File: config.mk
export PLATFORM = sky130hd
export DESIGN_NAME = vram_arbiter_flat
export DESIGN_NICKNAME = d
export VERILOG_FILES = /design/src/rtl/vram_pkg.sv /design/src/rtl/vram_arbiter_if.sv /design/src/rtl/vram_wbuf.sv /design/src/rtl/vram_arbiter.sv /design/src/flat_wrapper.sv
export SDC_FILE = /design/constraint.sdc
export NUM_CORES = 1
export LEC_CHECK = 0
export ABC_CLOCK_PERIOD_IN_PS = 2280
export CAP_MARGIN = 20
export CORE_MARGIN = 2
export CORE_UTILIZATION = 35
export DETAILED_ROUTE_END_ITERATION = 10
export SYNTH_ARGS = -nofsm -noshare
export SYNTH_HDL_FRONTEND = slang
export SYNTH_SLANG_ARGS = --single-unit
File: constraint.sdc
create_clock -name CLK -period 2.28 [get_ports CLK]
set_input_delay 0.456 -clock CLK [delete_from_list [all_inputs] [get_ports CLK]]
set_output_delay 0.456 -clock CLK [all_outputs]
set_load 0.005 [all_outputs]
File: src/rtl/vram_pkg.sv
// Shared constants and types for the VRAM arbiter slice.
`timescale 1ns/1ps
package vram_pkg;
  localparam int unsigned VRAM_AW = 17;
  localparam int unsigned VRAM_DW = 8;
  localparam int unsigned STALL_W = 16;

  typedef enum logic [1:0] {
    OWN_NONE = 2'd0,
    OWN_DISP = 2'd1,
    OWN_GRD  = 2'd2,
    OWN_GWR  = 2'd3
  } owner_e;

  typedef struct packed {
    logic [VRAM_AW-1:0] addr;
    logic [VRAM_DW-1:0] data;
  } wb_entry_t;
endpackage

File: src/rtl/vram_arbiter_if.sv
// Bus bundle between display fetch, game logic, VRAM and the arbiter.
// VRAM_ARB_STATS_EN adds the STALL_MAX statistic.
`timescale 1ns/1ps
interface vram_arbiter_if #(
  parameter int unsigned AW = vram_pkg::VRAM_AW,
  parameter int unsigned DW = vram_pkg::VRAM_DW
) ();
  logic          DISP_REQ;
  logic [AW-1:0] DISP_ADDR;
  logic          DISP_RVALID;
  logic [DW-1:0] DISP_RDATA;
  logic          GREQ;
  logic          GWE;
  logic [AW-1:0] GADDR;
  logic [DW-1:0] GWDATA;
  logic          GACK;
  logic          GRVALID;
  logic [DW-1:0] GRDATA;
  logic          WB_EMPTY;
  logic [AW-1:0] RAM_ADDR;
  logic          RAM_WE;
  logic [DW-1:0] RAM_WDATA;
  logic [DW-1:0] RAM_RDATA;

`ifdef VRAM_ARB_STATS_EN
  logic [vram_pkg::STALL_W-1:0] STALL_MAX;

  modport slave (
    input  DISP_REQ, DISP_ADDR, GREQ, GWE, GADDR, GWDATA, RAM_RDATA,
    output DISP_RVALID, DISP_RDATA, GACK, GRVALID, GRDATA, WB_EMPTY,
           RAM_ADDR, RAM_WE, RAM_WDATA, STALL_MAX
  );
  modport master (
    output DISP_REQ, DISP_ADDR, GREQ, GWE, GADDR, GWDATA, RAM_RDATA,
    input  DISP_RVALID, DISP_RDATA, GACK, GRVALID, GRDATA, WB_EMPTY,
           RAM_ADDR, RAM_WE, RAM_WDATA, STALL_MAX
  );
`else
  modport slave (
    input  DISP_REQ, DISP_ADDR, GREQ, GWE, GADDR, GWDATA, RAM_RDATA,
    output DISP_RVALID, DISP_RDATA, GACK, GRVALID, GRDATA, WB_EMPTY,
           RAM_ADDR, RAM_WE, RAM_WDATA
  );
  modport master (
    output DISP_REQ, DISP_ADDR, GREQ, GWE, GADDR, GWDATA, RAM_RDATA,
    input  DISP_RVALID, DISP_RDATA, GACK, GRVALID, GRDATA, WB_EMPTY,
           RAM_ADDR, RAM_WE, RAM_WDATA
  );
`endif
endinterface

File: src/rtl/vram_wbuf.sv
// Posted game-write FIFO; head entry is visible combinationally on dout.
`timescale 1ns/1ps
module vram_wbuf
  import vram_pkg::*;
#(
  parameter int unsigned DEPTH = 4
) (
  input  logic      CLK,
  input  logic      RST,
  input  logic      push,
  input  logic      pop,
  input  wb_entry_t din,
  output wb_entry_t dout,
  output logic      full,
  output logic      empty
);
  localparam int unsigned PW = $clog2(DEPTH);
  localparam int unsigned CW = PW + 1;

  wb_entry_t     mem [DEPTH];
  logic [PW-1:0] wr_ptr_q;
  logic [PW-1:0] rd_ptr_q;
  logic [CW-1:0] count_q;
  logic          do_push;
  logic          do_pop;

  assign full    = (count_q == CW'(DEPTH));
  assign empty   = (count_q == '0);
  assign do_push = push && !full;
  assign do_pop  = pop && !empty;
  assign dout    = mem[rd_ptr_q];

  // Storage is not reset; only pointers and count define validity.
  always_ff @(posedge CLK) begin
    if (do_push) mem[wr_ptr_q] <= din;
  end

  always_ff @(posedge CLK or posedge RST) begin
    if (RST) begin
      wr_ptr_q <= '0;
      rd_ptr_q <= '0;
      count_q  <= '0;
    end else begin
      if (do_push) wr_ptr_q <= PW'(wr_ptr_q + 1'b1);
      if (do_pop)  rd_ptr_q <= PW'(rd_ptr_q + 1'b1);
      case ({do_push, do_pop})
        2'b10:   count_q <= CW'(count_q + 1'b1);
        2'b01:   count_q <= CW'(count_q - 1'b1);
        default: count_q <= count_q;
      endcase
    end
  end
endmodule

File: src/rtl/vram_arbiter.sv
// Single-port VRAM arbiter: display reads win, game writes are posted and drained when idle.
// Define VRAM_ARB_STATS_EN to add the STALL_MAX game-stall statistic.
`timescale 1ns/1ps
module vram_arbiter
  import vram_pkg::*;
#(
  parameter int unsigned AW       = VRAM_AW,
  parameter int unsigned DW       = VRAM_DW,
  parameter int unsigned WB_DEPTH = 4
) (
  input logic           CLK,
  input logic           RST,
  vram_arbiter_if.slave bus
);
  owner_e    owner_q;
  owner_e    owner_d;
  logic [AW-1:0] last_addr_q;
  logic [DW-1:0] disp_rdata_q;
  logic [DW-1:0] grdata_q;

  logic      wb_push;
  logic      wb_pop;
  logic      wb_full;
  logic      wb_empty;
  wb_entry_t wb_din;
  wb_entry_t wb_head;

  logic          gack_c;
  logic [AW-1:0] ram_addr_c;
  logic [DW-1:0] ram_wdata_c;

  vram_wbuf #(.DEPTH(WB_DEPTH)) u_wbuf (
    .CLK   (CLK),
    .RST   (RST),
    .push  (wb_push),
    .pop   (wb_pop),
    .din   (wb_din),
    .dout  (wb_head),
    .full  (wb_full),
    .empty (wb_empty)
  );

  always_ff @(posedge CLK or posedge RST) begin
    if (RST) owner_q <= OWN_NONE;
    else     owner_q <= owner_d;
  end

  // Grant decision plus write acceptance; reads wait for an empty buffer.
  always_comb begin
    owner_d     = OWN_NONE;
    wb_push     = 1'b0;
    wb_pop      = 1'b0;
    gack_c      = 1'b0;
    ram_addr_c  = last_addr_q;
    ram_wdata_c = '0;
    wb_din.addr = VRAM_AW'(bus.GADDR);
    wb_din.data = VRAM_DW'(bus.GWDATA);

    if (bus.DISP_REQ) begin
      owner_d    = OWN_DISP;
      ram_addr_c = bus.DISP_ADDR;
    end else if (bus.GREQ && !bus.GWE && wb_empty) begin
      owner_d    = OWN_GRD;
      ram_addr_c = bus.GADDR;
      gack_c     = 1'b1;
    end else if (!wb_empty) begin
      owner_d     = OWN_GWR;
      wb_pop      = 1'b1;
      ram_addr_c  = AW'(wb_head.addr);
      ram_wdata_c = DW'(wb_head.data);
    end

    if (bus.GREQ && bus.GWE && !wb_full) begin
      wb_push = 1'b1;
      gack_c  = 1'b1;
    end
  end

  always_ff @(posedge CLK or posedge RST) begin
    if (RST) begin
      last_addr_q  <= '0;
      disp_rdata_q <= '0;
      grdata_q     <= '0;
    end else begin
      last_addr_q <= ram_addr_c;
      if (owner_q == OWN_DISP) disp_rdata_q <= bus.RAM_RDATA;
      if (owner_q == OWN_GRD)  grdata_q     <= bus.RAM_RDATA;
    end
  end

  assign bus.RAM_ADDR    = ram_addr_c;
  assign bus.RAM_WE      = wb_pop;
  assign bus.RAM_WDATA   = ram_wdata_c;
  assign bus.GACK        = gack_c;
  assign bus.WB_EMPTY    = wb_empty;
  assign bus.DISP_RVALID = (owner_q == OWN_DISP);
  assign bus.GRVALID     = (owner_q == OWN_GRD);
  assign bus.DISP_RDATA  = (owner_q == OWN_DISP) ? bus.RAM_RDATA : disp_rdata_q;
  assign bus.GRDATA      = (owner_q == OWN_GRD)  ? bus.RAM_RDATA : grdata_q;

`ifdef VRAM_ARB_STATS_EN
  logic [STALL_W-1:0] stall_cnt_q;
  logic [STALL_W-1:0] stall_cnt_d;
  logic [STALL_W-1:0] stall_max_q;

  // Current stall run length; both it and the peak saturate.
  always_comb begin
    stall_cnt_d = stall_cnt_q;
    if (gack_c)
      stall_cnt_d = '0;
    else if (bus.GREQ && (stall_cnt_q != '1))
      stall_cnt_d = STALL_W'(stall_cnt_q + 1'b1);
  end

  always_ff @(posedge CLK or posedge RST) begin
    if (RST) begin
      stall_cnt_q <= '0;
      stall_max_q <= '0;
    end else begin
      stall_cnt_q <= stall_cnt_d;
      if (stall_cnt_d > stall_max_q) stall_max_q <= stall_cnt_d;
    end
  end

  assign bus.STALL_MAX = stall_max_q;
`endif
endmodule

File: src/flat_wrapper.sv
// flat-port wrapper written by rule: the top's interface ports become plain ports
module vram_arbiter_flat import vram_pkg::*;
#(
  parameter int unsigned AW       = VRAM_AW,
  parameter int unsigned DW       = VRAM_DW,
  parameter int unsigned WB_DEPTH = 4
)
  (CLK, RST, bus_DISP_REQ, bus_DISP_ADDR, bus_GREQ, bus_GWE, bus_GADDR, bus_GWDATA, bus_RAM_RDATA, bus_DISP_RVALID, bus_DISP_RDATA, bus_GACK, bus_GRVALID, bus_GRDATA, bus_WB_EMPTY, bus_RAM_ADDR, bus_RAM_WE, bus_RAM_WDATA);
  vram_arbiter_if #(.AW(AW), .DW(DW)) bus_i ();
  input logic CLK;
  input logic RST;
  input wire logic [$bits(bus_i.DISP_REQ)-1:0] bus_DISP_REQ;
  input wire logic [$bits(bus_i.DISP_ADDR)-1:0] bus_DISP_ADDR;
  input wire logic [$bits(bus_i.GREQ)-1:0] bus_GREQ;
  input wire logic [$bits(bus_i.GWE)-1:0] bus_GWE;
  input wire logic [$bits(bus_i.GADDR)-1:0] bus_GADDR;
  input wire logic [$bits(bus_i.GWDATA)-1:0] bus_GWDATA;
  input wire logic [$bits(bus_i.RAM_RDATA)-1:0] bus_RAM_RDATA;
  output wire logic [$bits(bus_i.DISP_RVALID)-1:0] bus_DISP_RVALID;
  output wire logic [$bits(bus_i.DISP_RDATA)-1:0] bus_DISP_RDATA;
  output wire logic [$bits(bus_i.GACK)-1:0] bus_GACK;
  output wire logic [$bits(bus_i.GRVALID)-1:0] bus_GRVALID;
  output wire logic [$bits(bus_i.GRDATA)-1:0] bus_GRDATA;
  output wire logic [$bits(bus_i.WB_EMPTY)-1:0] bus_WB_EMPTY;
  output wire logic [$bits(bus_i.RAM_ADDR)-1:0] bus_RAM_ADDR;
  output wire logic [$bits(bus_i.RAM_WE)-1:0] bus_RAM_WE;
  output wire logic [$bits(bus_i.RAM_WDATA)-1:0] bus_RAM_WDATA;
  assign bus_i.DISP_REQ = bus_DISP_REQ;
  assign bus_i.DISP_ADDR = bus_DISP_ADDR;
  assign bus_i.GREQ = bus_GREQ;
  assign bus_i.GWE = bus_GWE;
  assign bus_i.GADDR = bus_GADDR;
  assign bus_i.GWDATA = bus_GWDATA;
  assign bus_i.RAM_RDATA = bus_RAM_RDATA;
  assign bus_DISP_RVALID = bus_i.DISP_RVALID;
  assign bus_DISP_RDATA = bus_i.DISP_RDATA;
  assign bus_GACK = bus_i.GACK;
  assign bus_GRVALID = bus_i.GRVALID;
  assign bus_GRDATA = bus_i.GRDATA;
  assign bus_WB_EMPTY = bus_i.WB_EMPTY;
  assign bus_RAM_ADDR = bus_i.RAM_ADDR;
  assign bus_RAM_WE = bus_i.RAM_WE;
  assign bus_RAM_WDATA = bus_i.RAM_WDATA;
  vram_arbiter #(.AW(AW), .DW(DW), .WB_DEPTH(WB_DEPTH)) u_core (.CLK(CLK), .RST(RST), .bus(bus_i));
endmodule
==> results of run 1 <==
[through the flow]
step	setup TNS (ns)	hold slack [ns]	utilization	area (um2)	instances
floorplan	0	0.485	-	5790	320
global placement	-11.51	0.480	0.455	7460	672
detailed placement	-11.62	0.486	0.455	7460	672
CTS	-6.30	0.384	0.519	8510	742
global route	-6.88	0.419	0.522	8570	745
finish	-5.17	0.376	0.522	8570	745
[cells by family after synthesis]
group	Yosys count	share of synthesized area
AOI/OAI and AO/OA	33	0.0572
buffers and inverters	45	0.0354
xor gates and xnor gates	6	0.00907
DFF	142	0.700
and+or+nand+nor	43	0.0469
muxes	45	0.137
adders and majority gates	6	0.0143
[worst max-delay path: cells and delay by family (launching register included)]
kind                   cells  cell delay [ns]
flip-flops                 1             0.50
AO/OA/AOI/OAI              1             0.29
buffers and inverters      2             0.26
multiplexers               1             0.50
AND/OR/NAND/NOR            1             0.17
[state kept, by name (all words and copies together) (netlist names)]
signal                  flops
u_core.u_wbuf.count_q       3
u_core.disp_rdata_q         8
u_core.u_wbuf.wr_ptr_q      2
u_core.last_addr_q         17
u_core.u_wbuf.mem         100
u_core.grdata_q             8
u_core.owner_q              2
u_core.u_wbuf.rd_ptr_q      2
[layout by cell type, fill, tap and decap left out, types with 4 or more instances in the layout]
cell type        synthesis  layout
mux4_2                  23      24
mux2_2                  19      16
nand3_1                 16      16
dfrtp_1                 42      37
bufinv_16                0       6
dfrtp_2                  0       5
a32oi_1                 14      14
inv_2                    1      14
o211ai_1                 4       4
buf_6                    3      34
ha_1                     5       5
buf_12                   0      12
clkbuf_16                0      17
clkdlybuf4s50_1          0      56
buf_4                    2      53
clkbuf_2                 0       5
buf_2                    5      18
edfxtp_1               100     100
and2_1                  12       4
and2_4                   0       8
inv_1                   24      11
o211ai_2                10      10
clkinv_4                 0       4
dlygate4sd2_1            0      10
[report_power, final]
group | switching [mW] | leakage (nW) | internal (mW)
Combinational | 1.41 | 1.63 | 2.10
Sequential | 0.232 | 1.40 | 3.28
Clock | 1.05 | 0.334 | 2.08
Total | 2.70 | 3.37 | 7.47
[repair_timing]
action / in CTS / in global routing
setup buffers: 36 / 10
setup endpoints to repair: 44 / 37
resized for setup: 183 / 33
pin swaps: 5 / 6
gates cloned: 3 / 0
[synth_stat cells (2+ instances only)]
library cell and count:
and2_1 12, nor3b_1 3, clkbuf_1 10, inv_1 24, o211ai_1 4, dfrtp_1 42, mux2_2 19, mux4_1 2
buf_6 3, a221o_1 2, buf_2 5, o211ai_2 10, xnor2_1 3, buf_4 2, ha_1 5, nand2b_1 2
xor2_1 3, nor2b_1 2, edfxtp_1 100, nand2_1 2, a32oi_1 14, mux4_2 23, nand3_1 16
[layout make-up]
class                   count  area share
flip-flops and latches    142       0.474
repair buffers            192       0.215
multi-input cells         134       0.188
clock buffers              18      0.0513
well taps                 220      0.0321
clock inverters            14      0.0279
inverters                  25      0.0110
[per-layer routing]
metal	wire length [um]	track usage
met5	0	0
met4	86	0.0454
met3	559	0.0441
met2	7260	0.284
met1	6050	0.215
[worst paths after layout]
kind	start	end	cells after the start
max	u_core.u_wbuf.rd_ptr_q[0]	bus_RAM_ADDR[16]	5
min	RST	u_core.last_addr_q[15]	2
max reg2reg	u_core.u_wbuf.count_q[0]	u_core.u_wbuf.count_q[2]	9
min reg2reg	u_core.disp_rdata_q[1]	u_core.disp_rdata_q[1]	1
max in group asynchronous	RST	u_core.last_addr_q[3]	3
min in group CLK	u_core.disp_rdata_q[1]	u_core.disp_rdata_q[1]	1
==> impl_metrics.py, run 1 <==
metrics = {
    "synth": {
        "async_reset_ff_frac": 0.296,
        "ys_seq_area_frac": 0.700,
        "yosys_warnings": 0,
        "synth_top_flop_cell": "edfxtp_1",
        "postSynthCellCount": 320,
        "syn-num-nets": 381,
        "syn_area_um2": 5790,
        "synth_edf_count": 100,
        "synth.area.top_cells": "edfxtp_1 (52%), dfrtp_1 (18%), mux4_2 (8.9%)",
        "ys_types": 35,
        "synth_top_area_cell": "edfxtp_1",
        "ys_seq_elements": 142,
        "synth_area_per_cell_um2": 18.1,
        "netlist.area_leader.share": 0.518,
    },
    "placement": {
        "portBuffers": 100,
        "pre_cts_ws_ns": -0.533,
        "dp_hpwl_um": 9060,
        "gp_congestion": 0.729,
    },
    "cells_and_area": {
        "fill_cells": 1319,
        "drive_above_1_share": 0.470,
        "area_growth_pct": 47.9,
        "multi_input_area_um2": 1610,
        "antennaDiodeCount": 0,
        "nets": 573,
        "register_area_um2": 4060,
    },
    "worst_hold_path": {
        "hold_path.class": "primary input to async pin",
    },
    "cts": {
        "worstSkewPairLatency_ns": 0.41,
        "cts_tree": "yes",
        "clkSlewWorstSetupHoldPaths_ns": 0.06,
        "clk_path_buf_depth": 2,
        "htree_num_levels": 4,
        "clock_sinks": 142,
        "cts-hold-fix-buffers": 0,
        "cts_root_buf": "clkbuf_16",
        "cts_buffers": 17,
    },
    "grt": {
        "grt_first_pass_wirelength_um": 22000,
        "grt_remaining_overflow": 0,
        "grt_usage": 0.168,
        "grt_max_degree": 26,
        "antenna_found_initial": 0,
        "grt_pass1_vias": 3945,
    },
    "drt": {
        "ant_nets": 0,
        "viasPerCell": 4.83,
        "drc": 0,
        "routed_wl_um": 14000,
        "vias": 3596,
        "wire_per_inst_um": 18.7,
        "drt_iter0_drc": 235,
        "first_pass_iters": 4,
    },
    "sta": {
        "tightest_slew_ns": 0.471,
        "setup_slack_ns": -0.311,
        "period_needed_ns": 2.59,
        "rsz0062_at_grt": "yes",
        "slew_viol_final": 0,
        "max_freq_ghz": 0.386,
        "period_share": 1.14,
        "finalHoldViolations": 0,
        "skew_ns": 0.0101,
        "maxSlewHeadroom": 0.685,
        "setup_viol": 26,
    },
    "setup_path": {
        "crit_type": "register to output port",
        "end_kind": "output port",
        "cp_slowest_cell": "dfrtp_2",
        "start_kind": "register",
        "cp.required_ns": 1.82,
        "path_max_fanout": 7,
        "reg2reg_slack_ns": 0.13,
        "worstPathCellList": "buf_6 > mux4_2 > nor3b_2 > a221o_1 > buf_2",
        "slowest_delay_ns": 0.50,
        "worstPathArrival_ns": 2.13,
    },
    "flow_run": {
        "max-cap-violations": 0,
    },
    "pwr": {
        "p_leak_nw": 3.37,
        "ir_worst_vdd_uv": 761,
        "p_per_area_nw_per_um2": 1190,
        "p_total_mw": 10.2,
    },
    "run_status": {
        "violations": "setup timing",
        "status": "finished with violations",
    },
    "floorplanning": {
        "boundaryPins": 101,
        "die_y_um": 133,
        "die_w_um": 133,
        "die_area_um2": 17600,
        "rows": 47,
        "coreArea_um2": 16400,
        "initial_core_util": 0.353,
    },
}
Power figures use the tool's default switching activity.
==> inputs of run 2 (changes only) <==
--- a/config.mk
+++ b/config.mk
@@ -10,6 +10,7 @@
 export CORE_MARGIN = 2
 export CORE_UTILIZATION = 35
 export DETAILED_ROUTE_END_ITERATION = 10
+export GPL_TIMING_DRIVEN = 0
 export SYNTH_ARGS = -nofsm -noshare
 export SYNTH_HDL_FRONTEND = slang
 export SYNTH_SLANG_ARGS = --single-unit
==> run 2 against run 1 <==
- the run still ends with setup timing left
- via count down 0.44%
- register-to-register slack worse by 0.37 ns
- setup slack worse by 0.027 ns
- clock skew about the same
- final cell count down 1.9%
- critical path type unchanged
- critical endpoint is now bus_RAM_ADDR[15]
- sequential share of layout area up 0.17 points
- fmax down 1.0%
- highest routed layer is now met5
- design area down 0.35%
- sequential power about the same
- critical path depth up 2
- sequential cell count unchanged
==> impl_metrics.py, run 2 (synthesis gave the netlist of run 1 again) <==
metrics = {
    "sta": {
        "maxSlewHeadroom": 0.485,
        "period_share": 1.15,
        "period_needed_ns": 2.62,
        "setup_viol": 29,
        "rsz0062_at_grt": "yes",
        "setup_slack_ns": -0.338,
        "skew_ns": 0.0105,
        "tightest_slew_ns": 0.773,
        "max_freq_ghz": 0.382,
        "fin_hold_ws_ns": 0.378,
        "slew_viol_final": 0,
        "finalHoldViolations": 0,
    },
    "placement": {
        "dp_hpwl_um": 8910,
        "gp_congestion": 0.718,
        "portBuffers": 99,
        "pre_cts_ws_ns": -1.11,
    },
    "drt": {
        "routed_wl_um": 14800,
        "drt_iter0_drc": 207,
        "vias": 3580,
        "first_pass_iters": 4,
        "viasPerCell": 4.90,
        "drc": 0,
        "wire_per_inst_um": 20.2,
        "ant_nets": 0,
    },
    "pwr": {
        "p_per_area_nw_per_um2": 1150,
        "clockPowerShare": 0.272,
        "switching_share": 0.288,
        "p_total_mw": 9.82,
        "seqPwrFrac": 0.356,
        "p_leak_nw": 3.33,
        "switching_power_mw": 2.83,
        "ir_worst_vdd_uv": 663,
        "intPower_mw": 6.99,
        "pwr-share-comb": 0.371,
    },
    "floorplanning": {
        "initial_core_util": 0.353,
        "boundaryPins": 101,
        "die_y_um": 133,
        "die_w_um": 133,
        "coreArea_um2": 16400,
        "die_area_um2": 17600,
        "rows": 47,
    },
    "cts": {
        "cts_root_buf": "clkbuf_16",
        "clk_path_buf_depth": 2,
        "htree_num_levels": 4,
        "worstSkewPairLatency_ns": 0.42,
        "cts-hold-fix-buffers": 0,
        "cts_tree": "yes",
        "clock_sinks": 142,
        "clkSlewWorstSetupHoldPaths_ns": 0.06,
        "cts_buffers": 17,
    },
    "cells_and_area": {
        "antennaDiodeCount": 0,
        "max_flop_register": "u_core.u_wbuf.mem",
        "drive_above_1_share": 0.442,
        "largest_reg_flops": 100,
        "biggestRegsByFlops": "u_core.u_wbuf.mem (100), u_core.last_addr_q (17)",
        "register_area_um2": 4060,
        "nets": 559,
        "final_common_cell": "edfxtp_1",
        "fill_cells": 1339,
        "area_growth_pct": 47.4,
        "multi_input_area_um2": 1690,
        "mostFrequentLayoutCells": "edfxtp_1 (100), clkdlybuf4s50_1 (51), dfrtp_1 (37)",
    },
    "setup_path": {
        "cp.required_ns": 1.82,
        "crit_type": "register to output port",
        "reg2reg_slack_ns": -0.24,
        "worstPathArrival_ns": 2.16,
        "start_kind": "register",
        "end_kind": "output port",
        "path_max_fanout": 4,
    },
    "grt": {
        "grt_remaining_overflow": 0,
        "grt_usage": 0.178,
        "antenna_found_initial": 1,
        "grt_pass1_vias": 3959,
        "grt_max_degree": 26,
        "grt_first_pass_wirelength_um": 23000,
    },
    "worst_hold_path": {
        "hold_path.class": "primary input to async pin",
    },
    "run_status": {
        "status": "finished with violations",
        "violations": "setup timing",
    },
    "flow_run": {
        "max-cap-violations": 0,
    },
}
run 2: worst paths after layout:
kind | startpoint | to | cells after the start
setup / recovery | u_core.u_wbuf.rd_ptr_q[0] | bus_RAM_ADDR[15] | 7
setup reg to reg | u_core.u_wbuf.rd_ptr_q[0] | u_core.last_addr_q[1] | 14
hold / removal | RST | u_core.last_addr_q[4] | 2
hold reg to reg | u_core.disp_rdata_q[4] | u_core.disp_rdata_q[4] | 1
max in group asynchronous | RST | u_core.owner_q[0] | 3
min in group CLK | u_core.disp_rdata_q[4] | u_core.disp_rdata_q[4] | 1
run 2: area by class of cell:
| class | count | area share |
|---|---|---|
| tap | 220 | 0.0322 |
| sequential | 142 | 0.476 |
| inverter | 25 | 0.0141 |
| multi-input combinational | 134 | 0.198 |
| clock inverter | 14 | 0.0154 |
| buffer | 16 | 0.0210 |
| clock buffer | 18 | 0.0514 |
| timing repair buffer | 162 | 0.192 |
run 2: power by group through the flow:
| stage | clock network (mW) | logic, mW | registers (mW) |
|---|---|---|---|
| final | 2.67 | 3.65 | 3.50 |
| after global routing | 2.85 | 3.92 | 3.54 |
| after CTS | 2.72 | 3.44 | 3.49 |
| after detailed placement | 0 | 2.79 | 3.51 |
| after global placement | 0 | 2.71 | 3.48 |
| after floorplan | 0 | 1.58 | 3.46 |
run 2: routing by layer:
| layer | global-route usage | wire length, um | part of all wire |
|---|---|---|---|
| met5 | 0 | 13 | 0.00088 |
| met4 | 0.0633 | 218 | 0.015 |
| met3 | 0.0552 | 731 | 0.049 |
| met2 | 0.288 | 7540 | 0.51 |
| met1 | 0.227 | 6300 | 0.43 |
run 2: metrics by stage:
step	setup TNS (ns)	utilization	cell area [um2]	instances
after floorplan	0	-	5790	320
after global placement	-92.86	0.430	7060	639
after detailed placement	-42.62	0.437	7160	643
after CTS	-6.72	0.506	8300	722
after global routing	-8.27	0.520	8540	731
final	-5.64	0.520	8540	731
run 2: critical path, stage by stage, from the launching register on:
cell and delay [ns]:
dfrtp_1 0.37, buf_6 0.13, buf_12 0.12, buf_6 0.11
mux4_2 0.41, nor3b_2 0.17, a221o_1 0.29, buf_2 0.13
run 2: timing repair:
item	CTS	global route
setup endpoints to repair	48	42
pin swaps	11	11
resized for setup	198	61
cloned	4	1
setup buffers	46	12
